## src/rtl/hazard_pkg.sv

```systemverilog
// Shared definitions for the pipeline hazard sequencer: FSM states, control bundles,
// RV32I opcode constants shared with the control unit, and the x0 register index.
package hazard_pkg;

  typedef enum logic [1:0] {
    ST_INIT       = 2'd0,
    ST_RUN        = 2'd1,
    ST_LOAD_STALL = 2'd2,
    ST_MEM_WAIT   = 2'd3
  } state_t;

  // One bit per pipeline-register control pin, MSB = PC enable.
  typedef struct packed {
    logic pc_en;
    logic ifid_en;
    logic ifid_flush;
    logic idex_en;
    logic idex_flush;
    logic exmem_en;
  } ctrl_t;

  localparam ctrl_t CTRL_INIT     = 6'b001010;
  localparam ctrl_t CTRL_RUN      = 6'b110101;
  localparam ctrl_t CTRL_BUBBLE   = 6'b000111;
  localparam ctrl_t CTRL_REDIRECT = 6'b111111;
  localparam ctrl_t CTRL_FREEZE   = 6'b000000;

  localparam logic [6:0] OP_LOAD   = 7'b0000011;
  localparam logic [6:0] OP_BRANCH = 7'b1100011;
  localparam logic [6:0] OP_JAL    = 7'b1101111;
  localparam logic [6:0] OP_JALR   = 7'b1100111;

  localparam logic [4:0] REG_X0 = 5'd0;

  function automatic logic is_load_op(input logic [6:0] opcode);
    return opcode == OP_LOAD;
  endfunction

  function automatic logic is_redirect_op(input logic [6:0] opcode);
    return (opcode == OP_BRANCH) || (opcode == OP_JAL) || (opcode == OP_JALR);
  endfunction

endpackage

```

## src/rtl/pipeline_hazard_ctrl_if.sv

```systemverilog
// Hazard-controller bundle: ID/EX/MEM status in, pipeline enables/flushes out.
// HAZARD_PERF_CNT_EN adds the two performance counter outputs.
interface pipeline_hazard_ctrl_if
`ifdef HAZARD_PERF_CNT_EN
  #(parameter int CNT_W = 32)
`endif
  ;
  logic [4:0] id_rs1;
  logic [4:0] id_rs2;
  logic       id_use_rs1;
  logic       id_use_rs2;
  logic [4:0] ex_rd;
  logic       ex_load;
  logic       ex_redirect;
  logic       mem_req;
  logic       mem_ready;
  logic       pc_en;
  logic       ifid_en;
  logic       ifid_flush;
  logic       idex_en;
  logic       idex_flush;
  logic       exmem_en;
  logic       mem_timeout;
  logic [1:0] state_dbg;
`ifdef HAZARD_PERF_CNT_EN
  logic [CNT_W-1:0] stall_cycles;
  logic [CNT_W-1:0] flush_events;

  modport master (
    output id_rs1, id_rs2, id_use_rs1, id_use_rs2, ex_rd, ex_load, ex_redirect, mem_req, mem_ready,
    input  pc_en, ifid_en, ifid_flush, idex_en, idex_flush, exmem_en, mem_timeout, state_dbg,
    input  stall_cycles, flush_events
  );
  modport slave (
    input  id_rs1, id_rs2, id_use_rs1, id_use_rs2, ex_rd, ex_load, ex_redirect, mem_req, mem_ready,
    output pc_en, ifid_en, ifid_flush, idex_en, idex_flush, exmem_en, mem_timeout, state_dbg,
    output stall_cycles, flush_events
  );
`else
  modport master (
    output id_rs1, id_rs2, id_use_rs1, id_use_rs2, ex_rd, ex_load, ex_redirect, mem_req, mem_ready,
    input  pc_en, ifid_en, ifid_flush, idex_en, idex_flush, exmem_en, mem_timeout, state_dbg
  );
  modport slave (
    input  id_rs1, id_rs2, id_use_rs1, id_use_rs2, ex_rd, ex_load, ex_redirect, mem_req, mem_ready,
    output pc_en, ifid_en, ifid_flush, idex_en, idex_flush, exmem_en, mem_timeout, state_dbg
  );
`endif
endinterface

```

## src/rtl/load_use_detect.sv

```systemverilog
// Combinational load-use comparator: flags an ID source register produced by a load in EX.
module load_use_detect
  import hazard_pkg::*;
(
  input  logic [4:0] id_rs1,
  input  logic [4:0] id_rs2,
  input  logic       id_use_rs1,
  input  logic       id_use_rs2,
  input  logic [4:0] ex_rd,
  input  logic       ex_load,
  output logic       hazard
);
  logic rs1_match;
  logic rs2_match;

  assign rs1_match = id_use_rs1 && (id_rs1 == ex_rd);
  assign rs2_match = id_use_rs2 && (id_rs2 == ex_rd);
  // Writes to x0 are discarded, so they never create a dependency.
  assign hazard    = ex_load && (ex_rd != REG_X0) && (rs1_match || rs2_match);
endmodule

```

## src/rtl/pipeline_hazard_ctrl.sv

```systemverilog
// Central pipeline sequencer: advance/hold/flush for PC, IF/ID, ID/EX, EX/MEM.
// Optional HAZARD_PERF_CNT_EN adds saturating stall-cycle and flush-event counters.
module pipeline_hazard_ctrl
  import hazard_pkg::*;
#(
  parameter int LOAD_STALL_CYCLES = 1,
  parameter int MEM_WAIT_MAX      = 255,
  parameter int CNT_W             = 32
) (
  input logic                   clk,
  input logic                   reset,
  pipeline_hazard_ctrl_if.slave bus
);
  localparam logic [1:0] STALL_RELOAD = 2'(LOAD_STALL_CYCLES - 1);
  localparam logic [7:0] WAIT_LIMIT   = 8'(MEM_WAIT_MAX);

  state_t     state_reg, state_next;
  state_t     ret_state_reg, ret_state_next;
  state_t     eval_state;
  logic [1:0] stall_cnt_reg, stall_cnt_next;
  logic [7:0] wait_cnt_reg, wait_cnt_next;
  logic       mem_timeout_reg, mem_timeout_next;
  logic       hazard, memstall, watchdog_fire, eval_memstall, redirect_taken;
  ctrl_t      ctrl;

  load_use_detect u_detect (
    .id_rs1    (bus.id_rs1),
    .id_rs2    (bus.id_rs2),
    .id_use_rs1(bus.id_use_rs1),
    .id_use_rs2(bus.id_use_rs2),
    .ex_rd     (bus.ex_rd),
    .ex_load   (bus.ex_load),
    .hazard    (hazard)
  );

  assign memstall      = bus.mem_req && !bus.mem_ready;
  assign watchdog_fire = (MEM_WAIT_MAX != 0) && (state_reg == ST_MEM_WAIT) && memstall
                         && (wait_cnt_reg == WAIT_LIMIT);

  // A MEM_WAIT cycle that resolves (ready or watchdog) behaves exactly like the interrupted state.
  always_comb begin
    if ((state_reg == ST_MEM_WAIT) && (!memstall || watchdog_fire)) begin
      eval_state    = ret_state_reg;
      eval_memstall = 1'b0;
    end else begin
      eval_state    = state_reg;
      eval_memstall = memstall;
    end
  end

  always_comb begin
    ctrl             = CTRL_FREEZE;
    state_next       = state_reg;
    ret_state_next   = ret_state_reg;
    stall_cnt_next   = stall_cnt_reg;
    wait_cnt_next    = wait_cnt_reg;
    mem_timeout_next = mem_timeout_reg || watchdog_fire;
    redirect_taken   = 1'b0;
    unique case (eval_state)
      ST_INIT: begin
        ctrl       = CTRL_INIT;
        state_next = ST_RUN;
      end
      ST_RUN: begin
        if (eval_memstall) begin
          ret_state_next = ST_RUN;
          wait_cnt_next  = 8'd1;
          state_next     = ST_MEM_WAIT;
        end else if (bus.ex_redirect) begin
          ctrl           = CTRL_REDIRECT;
          redirect_taken = 1'b1;
          state_next     = ST_RUN;
        end else if (hazard) begin
          ctrl = CTRL_BUBBLE;
          if (LOAD_STALL_CYCLES > 1) begin
            stall_cnt_next = STALL_RELOAD;
            state_next     = ST_LOAD_STALL;
          end else begin
            state_next = ST_RUN;
          end
        end else begin
          ctrl       = CTRL_RUN;
          state_next = ST_RUN;
        end
      end
      ST_LOAD_STALL: begin
        if (eval_memstall) begin
          ret_state_next = ST_LOAD_STALL;
          wait_cnt_next  = 8'd1;
          state_next     = ST_MEM_WAIT;
        end else if (bus.ex_redirect) begin
          ctrl           = CTRL_REDIRECT;
          redirect_taken = 1'b1;
          stall_cnt_next = 2'd0;
          state_next     = ST_RUN;
        end else begin
          ctrl           = CTRL_BUBBLE;
          stall_cnt_next = stall_cnt_reg - 2'd1;
          state_next     = (stall_cnt_reg == 2'd1) ? ST_RUN : ST_LOAD_STALL;
        end
      end
      ST_MEM_WAIT: begin
        wait_cnt_next = wait_cnt_reg + 8'd1;
      end
      default: ;
    endcase
  end

  always_ff @(posedge clk or posedge reset) begin
    if (reset) begin
      state_reg       <= ST_INIT;
      ret_state_reg   <= ST_RUN;
      stall_cnt_reg   <= 2'd0;
      wait_cnt_reg    <= 8'd0;
      mem_timeout_reg <= 1'b0;
    end else begin
      state_reg       <= state_next;
      ret_state_reg   <= ret_state_next;
      stall_cnt_reg   <= stall_cnt_next;
      wait_cnt_reg    <= wait_cnt_next;
      mem_timeout_reg <= mem_timeout_next;
    end
  end

  assign bus.pc_en       = ctrl.pc_en;
  assign bus.ifid_en     = ctrl.ifid_en;
  assign bus.ifid_flush  = ctrl.ifid_flush;
  assign bus.idex_en     = ctrl.idex_en;
  assign bus.idex_flush  = ctrl.idex_flush;
  assign bus.exmem_en    = ctrl.exmem_en;
  assign bus.mem_timeout = mem_timeout_reg;
  assign bus.state_dbg   = state_reg;

`ifdef HAZARD_PERF_CNT_EN
  logic [CNT_W-1:0] stall_cycles_reg;
  logic [CNT_W-1:0] flush_events_reg;

  always_ff @(posedge clk or posedge reset) begin
    if (reset) begin
      stall_cycles_reg <= '0;
      flush_events_reg <= '0;
    end else begin
      if ((state_reg != ST_INIT) && !ctrl.pc_en && (stall_cycles_reg != '1))
        stall_cycles_reg <= stall_cycles_reg + CNT_W'(1);
      if (redirect_taken && (flush_events_reg != '1))
        flush_events_reg <= flush_events_reg + CNT_W'(1);
    end
  end

  assign bus.stall_cycles = stall_cycles_reg;
  assign bus.flush_events = flush_events_reg;
`else
  // CNT_W only sizes the optional counters; redirect_taken only feeds them.
  localparam int unused_cnt_w = CNT_W;
  logic unused_redirect_taken;
  assign unused_redirect_taken = redirect_taken;
`endif
endmodule

```

## src/flat_wrapper.sv

```systemverilog
// flat-port wrapper written by rule: the top's interface ports become plain ports
module pipeline_hazard_ctrl_flat import hazard_pkg::*;
#(
  parameter int LOAD_STALL_CYCLES = 1,
  parameter int MEM_WAIT_MAX      = 255,
  parameter int CNT_W             = 32
)
  (clk, reset, bus_id_rs1, bus_id_rs2, bus_id_use_rs1, bus_id_use_rs2, bus_ex_rd, bus_ex_load, bus_ex_redirect, bus_mem_req, bus_mem_ready, bus_pc_en, bus_ifid_en, bus_ifid_flush, bus_idex_en, bus_idex_flush, bus_exmem_en, bus_mem_timeout, bus_state_dbg);
  pipeline_hazard_ctrl_if bus_i ();
  input logic clk;
  input logic reset;
  input wire logic [$bits(bus_i.id_rs1)-1:0] bus_id_rs1;
  input wire logic [$bits(bus_i.id_rs2)-1:0] bus_id_rs2;
  input wire logic [$bits(bus_i.id_use_rs1)-1:0] bus_id_use_rs1;
  input wire logic [$bits(bus_i.id_use_rs2)-1:0] bus_id_use_rs2;
  input wire logic [$bits(bus_i.ex_rd)-1:0] bus_ex_rd;
  input wire logic [$bits(bus_i.ex_load)-1:0] bus_ex_load;
  input wire logic [$bits(bus_i.ex_redirect)-1:0] bus_ex_redirect;
  input wire logic [$bits(bus_i.mem_req)-1:0] bus_mem_req;
  input wire logic [$bits(bus_i.mem_ready)-1:0] bus_mem_ready;
  output wire logic [$bits(bus_i.pc_en)-1:0] bus_pc_en;
  output wire logic [$bits(bus_i.ifid_en)-1:0] bus_ifid_en;
  output wire logic [$bits(bus_i.ifid_flush)-1:0] bus_ifid_flush;
  output wire logic [$bits(bus_i.idex_en)-1:0] bus_idex_en;
  output wire logic [$bits(bus_i.idex_flush)-1:0] bus_idex_flush;
  output wire logic [$bits(bus_i.exmem_en)-1:0] bus_exmem_en;
  output wire logic [$bits(bus_i.mem_timeout)-1:0] bus_mem_timeout;
  output wire logic [$bits(bus_i.state_dbg)-1:0] bus_state_dbg;
  assign bus_i.id_rs1 = bus_id_rs1;
  assign bus_i.id_rs2 = bus_id_rs2;
  assign bus_i.id_use_rs1 = bus_id_use_rs1;
  assign bus_i.id_use_rs2 = bus_id_use_rs2;
  assign bus_i.ex_rd = bus_ex_rd;
  assign bus_i.ex_load = bus_ex_load;
  assign bus_i.ex_redirect = bus_ex_redirect;
  assign bus_i.mem_req = bus_mem_req;
  assign bus_i.mem_ready = bus_mem_ready;
  assign bus_pc_en = bus_i.pc_en;
  assign bus_ifid_en = bus_i.ifid_en;
  assign bus_ifid_flush = bus_i.ifid_flush;
  assign bus_idex_en = bus_i.idex_en;
  assign bus_idex_flush = bus_i.idex_flush;
  assign bus_exmem_en = bus_i.exmem_en;
  assign bus_mem_timeout = bus_i.mem_timeout;
  assign bus_state_dbg = bus_i.state_dbg;
  pipeline_hazard_ctrl #(.LOAD_STALL_CYCLES(LOAD_STALL_CYCLES), .MEM_WAIT_MAX(MEM_WAIT_MAX), .CNT_W(CNT_W)) u_core (.clk(clk), .reset(reset), .bus(bus_i));
endmodule
```

## config.mk

```make
export PLATFORM = sky130hd
export DESIGN_NAME = pipeline_hazard_ctrl_flat
export DESIGN_NICKNAME = d
export VERILOG_FILES = /design/src/rtl/hazard_pkg.sv /design/src/rtl/pipeline_hazard_ctrl_if.sv /design/src/rtl/load_use_detect.sv /design/src/rtl/pipeline_hazard_ctrl.sv /design/src/flat_wrapper.sv
export SDC_FILE = /design/constraint.sdc
export NUM_CORES = 1
export LEC_CHECK = 0
export ABC_CLOCK_PERIOD_IN_PS = 4800
export CORE_MARGIN = 2
export CORE_UTILIZATION = 40
export CTS_CLUSTER_DIAMETER = 40
export DETAILED_ROUTE_END_ITERATION = 12
export PLACE_DENSITY = 0.68
export SLEW_MARGIN = 20
export SYNTH_ARGS = -nofsm -noshare
export SYNTH_HDL_FRONTEND = slang
export SYNTH_SLANG_ARGS = --single-unit
```

## constraint.sdc

```tcl
create_clock -name clk -period 4.8 [get_ports clk]
set_input_delay 0.72 -clock clk [delete_from_list [all_inputs] [get_ports clk]]
set_output_delay 0.72 -clock clk [all_outputs]
set_load 0.005 [all_outputs]
```

# Word-level counts from Yosys, hierarchy flattened
# Cells that the tools add are included.
[word_totals]
reg_bits = 15
input_bits = 23
output_inout_bits = 9
word_cells = 60
[op_classes]
addsub = 2
eq_ne = 11
muxes = 19
bitwise = 1
reduce_logical = 22
[ops]
columns = ["operator", "count"]
rows = [
  ["$mux 6", 5],
  ["$pmux 6 s3", 1],
  ["$mux 2", 8],
  ["$pmux 8 s2", 1],
  ["$eq 5x5->1", 2],
  ["$add 8x1->8 const B", 1],
  ["$eq 8x8->1 const B", 1],
  ["$logic_and 1x1->1", 8],
  ["$mux 8", 1],
  ["$eq 2x2->1 const B", 3],
  ["$ne 2x1->1 const B", 3],
  ["$pmux 2 s3", 1],
  ["$reduce_bool 5->1", 1],
  ["$eq 2x1->1 const B", 2],
  ["$pmux 2 s2", 1],
  ["$reduce_and 2->1", 2],
  ["$reduce_bool 2->1", 2],
  ["$logic_or 1x1->1", 3],
  ["$reduce_and 3->1", 1],
  ["$reduce_bool 3->1", 1],
  ["$logic_not 1->1", 2],
  ["$logic_not 2->1", 1],
  ["$reduce_or 2->1", 1],
  ["$sub 2x1->2 const B", 1],
  ["2 further kinds", 2],
]

# Longest topological paths before layout
[logic_depth]
word_depth = 11
depth_mapped = 12

# Cells and area by module
# A second synthesis with hierarchy kept.
[unflattened]
cells_unflattened = 128
area_unflattened_um2 = 1233.7
[modules_own_cells]
columns = ["module", "instances", "cells_each", "area_each_um2", "seq_area_each_um2"]
rows = [
  ["pipeline_hazard_ctrl", 1, 111, 1099.8, 376.6],
  ["load_use_detect", 1, 17, 133.9, 0.0],
]

# Worst setup path before layout
# No wires, ideal clock.
[synth_timing]
path_kind = "reg2out"
startpoint = "register u_core.wait_cnt_reg[0]"
endpoint = "output bus_pc_en"
arrival_ps = 2332
t_required_ps = 4080
setup_slack_ps = 1748
path_stages_with_launch = 11
path_buffers = 1
path_cell_list = "dfrtp_1 ha_1 inv_1 o31a_2 o21a_1 inv_1 ha_1 nand2_1 or2_2 o21ai_1 buf_4"
[synth_via]
elab_chain_cells = 7
[synth_lines]
columns = ["item", "line", "text"]
rows = [
  ["start: declaration", "pipeline_hazard_ctrl.sv:21", "logic [7:0] wait_cnt_reg, wait_cnt_next;"],
  ["start signal: assignment", "pipeline_hazard_ctrl.sv:120", "wait_cnt_reg <= wait_cnt_next;"],
  ["$eq 8x8->1 *", "pipeline_hazard_ctrl.sv:38", "&& (wait_cnt_reg == WAIT_LIMIT);"],
  ["$logic_and 1x1->1 *", "pipeline_hazard_ctrl.sv:38", ""],
  ["$logic_or 1x1->1 *", "pipeline_hazard_ctrl.sv:42", "if ((state_reg == ST_MEM_WAIT) && (!memstall || watchdog_fire)) begin"],
  ["$logic_and 1x1->1 *", "pipeline_hazard_ctrl.sv:42", ""],
  ["$mux 2 / $mux 1 (equally long branches)", "pipeline_hazard_ctrl.sv:42", ""],
  ["$eq 2x2->1 (tied with other cells)", "pipeline_hazard_ctrl.sv:59", "unique case (eval_state)"],
  ["$pmux 6 s3 *", "pipeline_hazard_ctrl.sv:59", ""],
  ["end: declaration", "flat_wrapper.sv:21", "output wire logic [$bits(bus_i.pc_en)-1:0] bus_pc_en;"],
]
# Every way passes the cells marked *; elsewhere a longest branch is shown, timed or not.

# Worst setup path in the final report
[layout_timing]
startpoint = "input bus_mem_req"
endpoint = "output bus_ifid_en"
[layout_via]
elab_chain_cells = 8
[layout_lines]
columns = ["item", "line", "text"]
rows = [
  ["start: declaration", "flat_wrapper.sv:19", "input wire logic [$bits(bus_i.mem_req)-1:0] bus_mem_req;"],
  ["$logic_and 1x1->1 *", "pipeline_hazard_ctrl.sv:36", "assign memstall = bus.mem_req && !bus.mem_ready;"],
  ["$logic_and 1x1->1", "pipeline_hazard_ctrl.sv:37", "assign watchdog_fire = (MEM_WAIT_MAX != 0) && (state_reg == ST_MEM_WAIT) && memstall"],
  ["$logic_and 1x1->1", "pipeline_hazard_ctrl.sv:38", ""],
  ["$logic_or 1x1->1", "pipeline_hazard_ctrl.sv:42", ""],
  ["$logic_and 1x1->1", "pipeline_hazard_ctrl.sv:42", ""],
  ["$mux 2 / $mux 1 (equally long branches)", "pipeline_hazard_ctrl.sv:42", ""],
  ["$eq 2x2->1 (tied with other cells)", "pipeline_hazard_ctrl.sv:59", ""],
  ["$pmux 6 s3 *", "pipeline_hazard_ctrl.sv:59", ""],
  ["end: declaration", "flat_wrapper.sv:22", "output wire logic [$bits(bus_i.ifid_en)-1:0] bus_ifid_en;"],
]
# Marked as above.

==> flow_metrics.tcl <==
set metrics [dict create \
    gr-total-overflow 0 \
    period_needed_ns 4.06 \
    clock_power_share_pct 13.1 \
    setup_viol 0 \
    drv_slew 0 \
    rsz0062_at_grt "no" \
    dpl.hpwl_um 2180 \
    antenna_found_initial 0 \
    grt_max_degree 16 \
    core_mm2 0.00276 \
    synth_area_leaders "dfrtp_1 30%, xnor2_1 9.0%, ha_1 7.5%" \
    clock_skew_ns 0.00391 \
    cp_top_family "simple AND/OR/NAND/NOR gates" \
    clock-sinks 15 \
    wl_per_cell_um 14.0 \
    arrival_ns 3.34 \
    ys_async_sr_fraction_pct 100 \
    hold_viol 0 \
    synth_xor_area_share_pct 8.98 \
    tightest_slew_ns 0.569 \
    cts_hold_buf 0 \
    ant_nets 0 \
    dieWidth_um 58.1 \
    grtUsageTotal_pct 19.0 \
    synth_top_family_by_area "simple AND/OR/NAND/NOR gates" \
    start_util_pct 42.4 \
    cts-htree-levels 1 \
    crit_top_cell "nor2_1" \
    hold_path.class "flip-flop to flip-flop" \
    min_from "u_core.bus.mem_timeout$_DFF_PP0_" \
    syn_nets 160 \
    synth_top_flop_cell "dfrtp_1" \
    synth_top_cell_area_share_pct 29.9 \
    pwr-share-seq_pct 31.9 \
    yosys.area_share.simple_pct 23.7 \
    grt_pass1_wl_um 5050 \
    worstReg2RegEnd "u_core.wait_cnt_reg[5]$_DFFE_PP0P_" \
    cp_cell_sequence "clkdlybuf4s50_1 > nor2b_4 > o31a_2 > nor2_1 > nor2_1 > ha_1 > nor2_1 > nor3_1 > nand2_1 > o21ai_1 > clkdlybuf4s50_1" \
    synthAdderAreaFrac_pct 7.49 \
    antenna_cells 0 \
    drc 0 \
    nNetsFinal 192 \
    routed_wl_um 2690 \
    cts_setup_buffers 0 \
    drive_gt1_share_pct 9.32 \
    status "finished clean" \
    vias 1065 \
    tns_ns 0 \
    root_buffer "clkbuf_4" \
    synth_largest_area_cell "dfrtp_1" \
    largest_reg_flops 8 \
    r2r_slack_ns 1.65 \
    ff2ff_path_depth 9 \
    cp-start-kind "input pin" \
    worstPathMaxFanout 7 \
    power_leakage_uw 0.000644 \
    ios 32 \
    gp_congestion 0.836 \
    syn_area_mm2 0.00117 \
    fill_cells 258 \
    area_growth_pct 29.4 \
    hold_end "u_core.bus.mem_timeout$_DFF_PP0_" \
    pwr-share-comb_pct 55.0 \
    reg2reg_from "u_core.wait_cnt_reg[0]$_DFFE_PP0P_" \
    internal-power_uw 351 \
    fin_hold_ws_ns 0.466 \
    fin_crit_sh_pct 84.6 \
    clk_path_buf_depth 2 \
    vias_per_cell 5.55 \
    yosysWarningCount 0 \
    die_area_mm2 0.00337 \
    fmax_mhz 246 \
    drv_cap 0 \
    cts_resized 0 \
    max-vdd-ir-drop_uv 306 \
    synth-edff-count 0 \
    cts_inserted_buffers 3 \
    ys_seq_area_share_pct 32.2 \
    drt_iter0_markers 27 \
    cts_tree "done" \
    syn_avg_cell_area_um2 9.00 \
    path_class "input pin to output pin" \
    p_sw_uw 225 \
    synth.distinct_cells 39 \
    path_buf_inv 2 \
    fp.dieH_um 58.1 \
    worst_path_max_delay_cell "clkdlybuf4s50_1" \
    worst_path_largest_cell_delay_ns 0.53 \
    synth-compound-area-share_pct 21.2 \
    muxShareOfSynthArea_pct 0.856 \
    ys_seq_elements 15 \
    swShare_pct 39.1 \
    hold-path-cell-count 1 \
    power.total_uw 576 \
    crit_path_end_kind "output pin" \
    cp_data_required_time_ns 4.08 \
    first_pass_iters 4 \
    grt_pass1_vias 1175 \
    fp-row-count 19 \
    p_per_area_mw_per_mm2 381 \
    io_buffers 31 \
    clkTransAtPathRegs_ns 0.09 \
    maxSlewHeadroom_pct 62.0 \
    synthCells 130 \
    clkLatencyLatePin_ns 0.29 \
]
## metal layers
| metal | part of all wire (%) | vias up | GRT usage [%] | wire length, µm |
|---|---|---|---|---|
| li1 | - | 527 | - | - |
| met1 | 43 | 507 | 22.7 | 1160 |
| met3 | 4.8 | 6 | 4.46 | 128 |
| met5 | 0 | - | 0 | 0 |
| met2 | 51 | 25 | 33.8 | 1370 |
| met4 | 1.4 | 0 | 5.32 | 37 |
## placed cells by master, fill, tap and decap left out, drive strengths merged, types with 2 or more instances in the layout
cell type and count:
nor3 4, nand3 3, and3 2, ha 7, nand4 5, clkdlybuf4s50 31
o21ai 6, and2 2, a32o 4, o31ai 2, dfrtp 14, a21o 3
a21oi 8, o22ai 2, nand2 14, o21a 2, nand2b 5, xnor2 12
inv 9, clkbuf 4, nor2 9, a31oi 2
## synthesized netlist by cell type, types with 2 or more instances
| cell type | n |
|---|---|
| a21o_1 | 3 |
| a21oi_1 | 8 |
| a31oi_1 | 2 |
| a32o_1 | 4 |
| and3_1 | 2 |
| buf_4 | 2 |
| dfrtp_1 | 14 |
| ha_1 | 7 |
| inv_1 | 9 |
| nand2_1 | 14 |
| nand2b_1 | 4 |
| nand3_1 | 3 |
| nand4_1 | 3 |
| nand4_2 | 2 |
| nor2_1 | 9 |
| nor3_1 | 4 |
| o21a_1 | 2 |
| o21ai_0 | 5 |
| o22ai_1 | 2 |
| xnor2_1 | 12 |
## area by class of cell
type | instances | area, µm² | share of cell area (%)
Clock buffer | 4 | 26.3 | 1.74
Inverter | 9 | 33.8 | 2.23
Multi-Input combinational cell | 102 | 728 | 48.1
Sequential cell | 15 | 377 | 24.9
Tap cell | 31 | 38.8 | 2.56
Timing Repair Buffer | 31 | 310 | 20.5
## cells by family (layout without fill, tap and decap cells)
kind of cell	Yosys count	after routing
simple gates	50	50
compound gates	32	32
flops	15	15
buf+inv	13	44
xor+xnor	12	12
fa+ha+maj	7	7
mux	1	1
## worst max-delay path by stage
stage	startpoint	to	slack [ns]	depth (start not counted)
4_1_cts	bus_mem_req	bus_ifid_en	0.76	11
2_1_floorplan	u_core.wait_cnt_reg[0]$_DFFE_PP0P_	bus_pc_en	1.75	10
3_3_place_gp	bus_mem_req	bus_ifid_en	0.86	10
3_5_place_dp	bus_mem_req	bus_ifid_en	0.80	11
5_1_grt	u_core.wait_cnt_reg[0]$_DFFE_PP0P_	bus_pc_en	0.43	12
6_report	bus_mem_req	bus_ifid_en	0.74	11
## worst register-to-register path, stage by stage, from the launching register on
cell	delay, ns
dfrtp_1	0.47
ha_1	0.25
inv_1	0.15
o31a_2	0.44
o21a_1	0.25
ha_1	0.49
o311ai_4	0.19
and2_4	0.23
or4_1	0.47
a21oi_1	0.15
## metrics by stage
step / worst slack, ns / area, µm² / utilization (%) / std cells
6_report: 0.741 / 1510 / 54.9 / 192
4_1_cts: 0.759 / 1510 / 54.9 / 192
3_3_place_gp: 0.864 / 1490 / 53.9 / 188
2_1_floorplan: 1.75 / 1170 / - / 130
5_1_grt: 0.431 / 1510 / 54.9 / 192
3_5_place_dp: 0.796 / 1490 / 53.9 / 188
## power by group through the flow
stage | clock network, µW | logic, µW | registers, µW
6_report | 75.5 | 317 | 184
4_1_cts | 75.8 | 319 | 184
3_5_place_dp | 0 | 315 | 186
2_1_floorplan | 0 | 208 | 180
5_1_grt | 83.0 | 357 | 189
3_3_place_gp | 0 | 311 | 186
No activity file was read; power rests on OpenSTA's default activity.
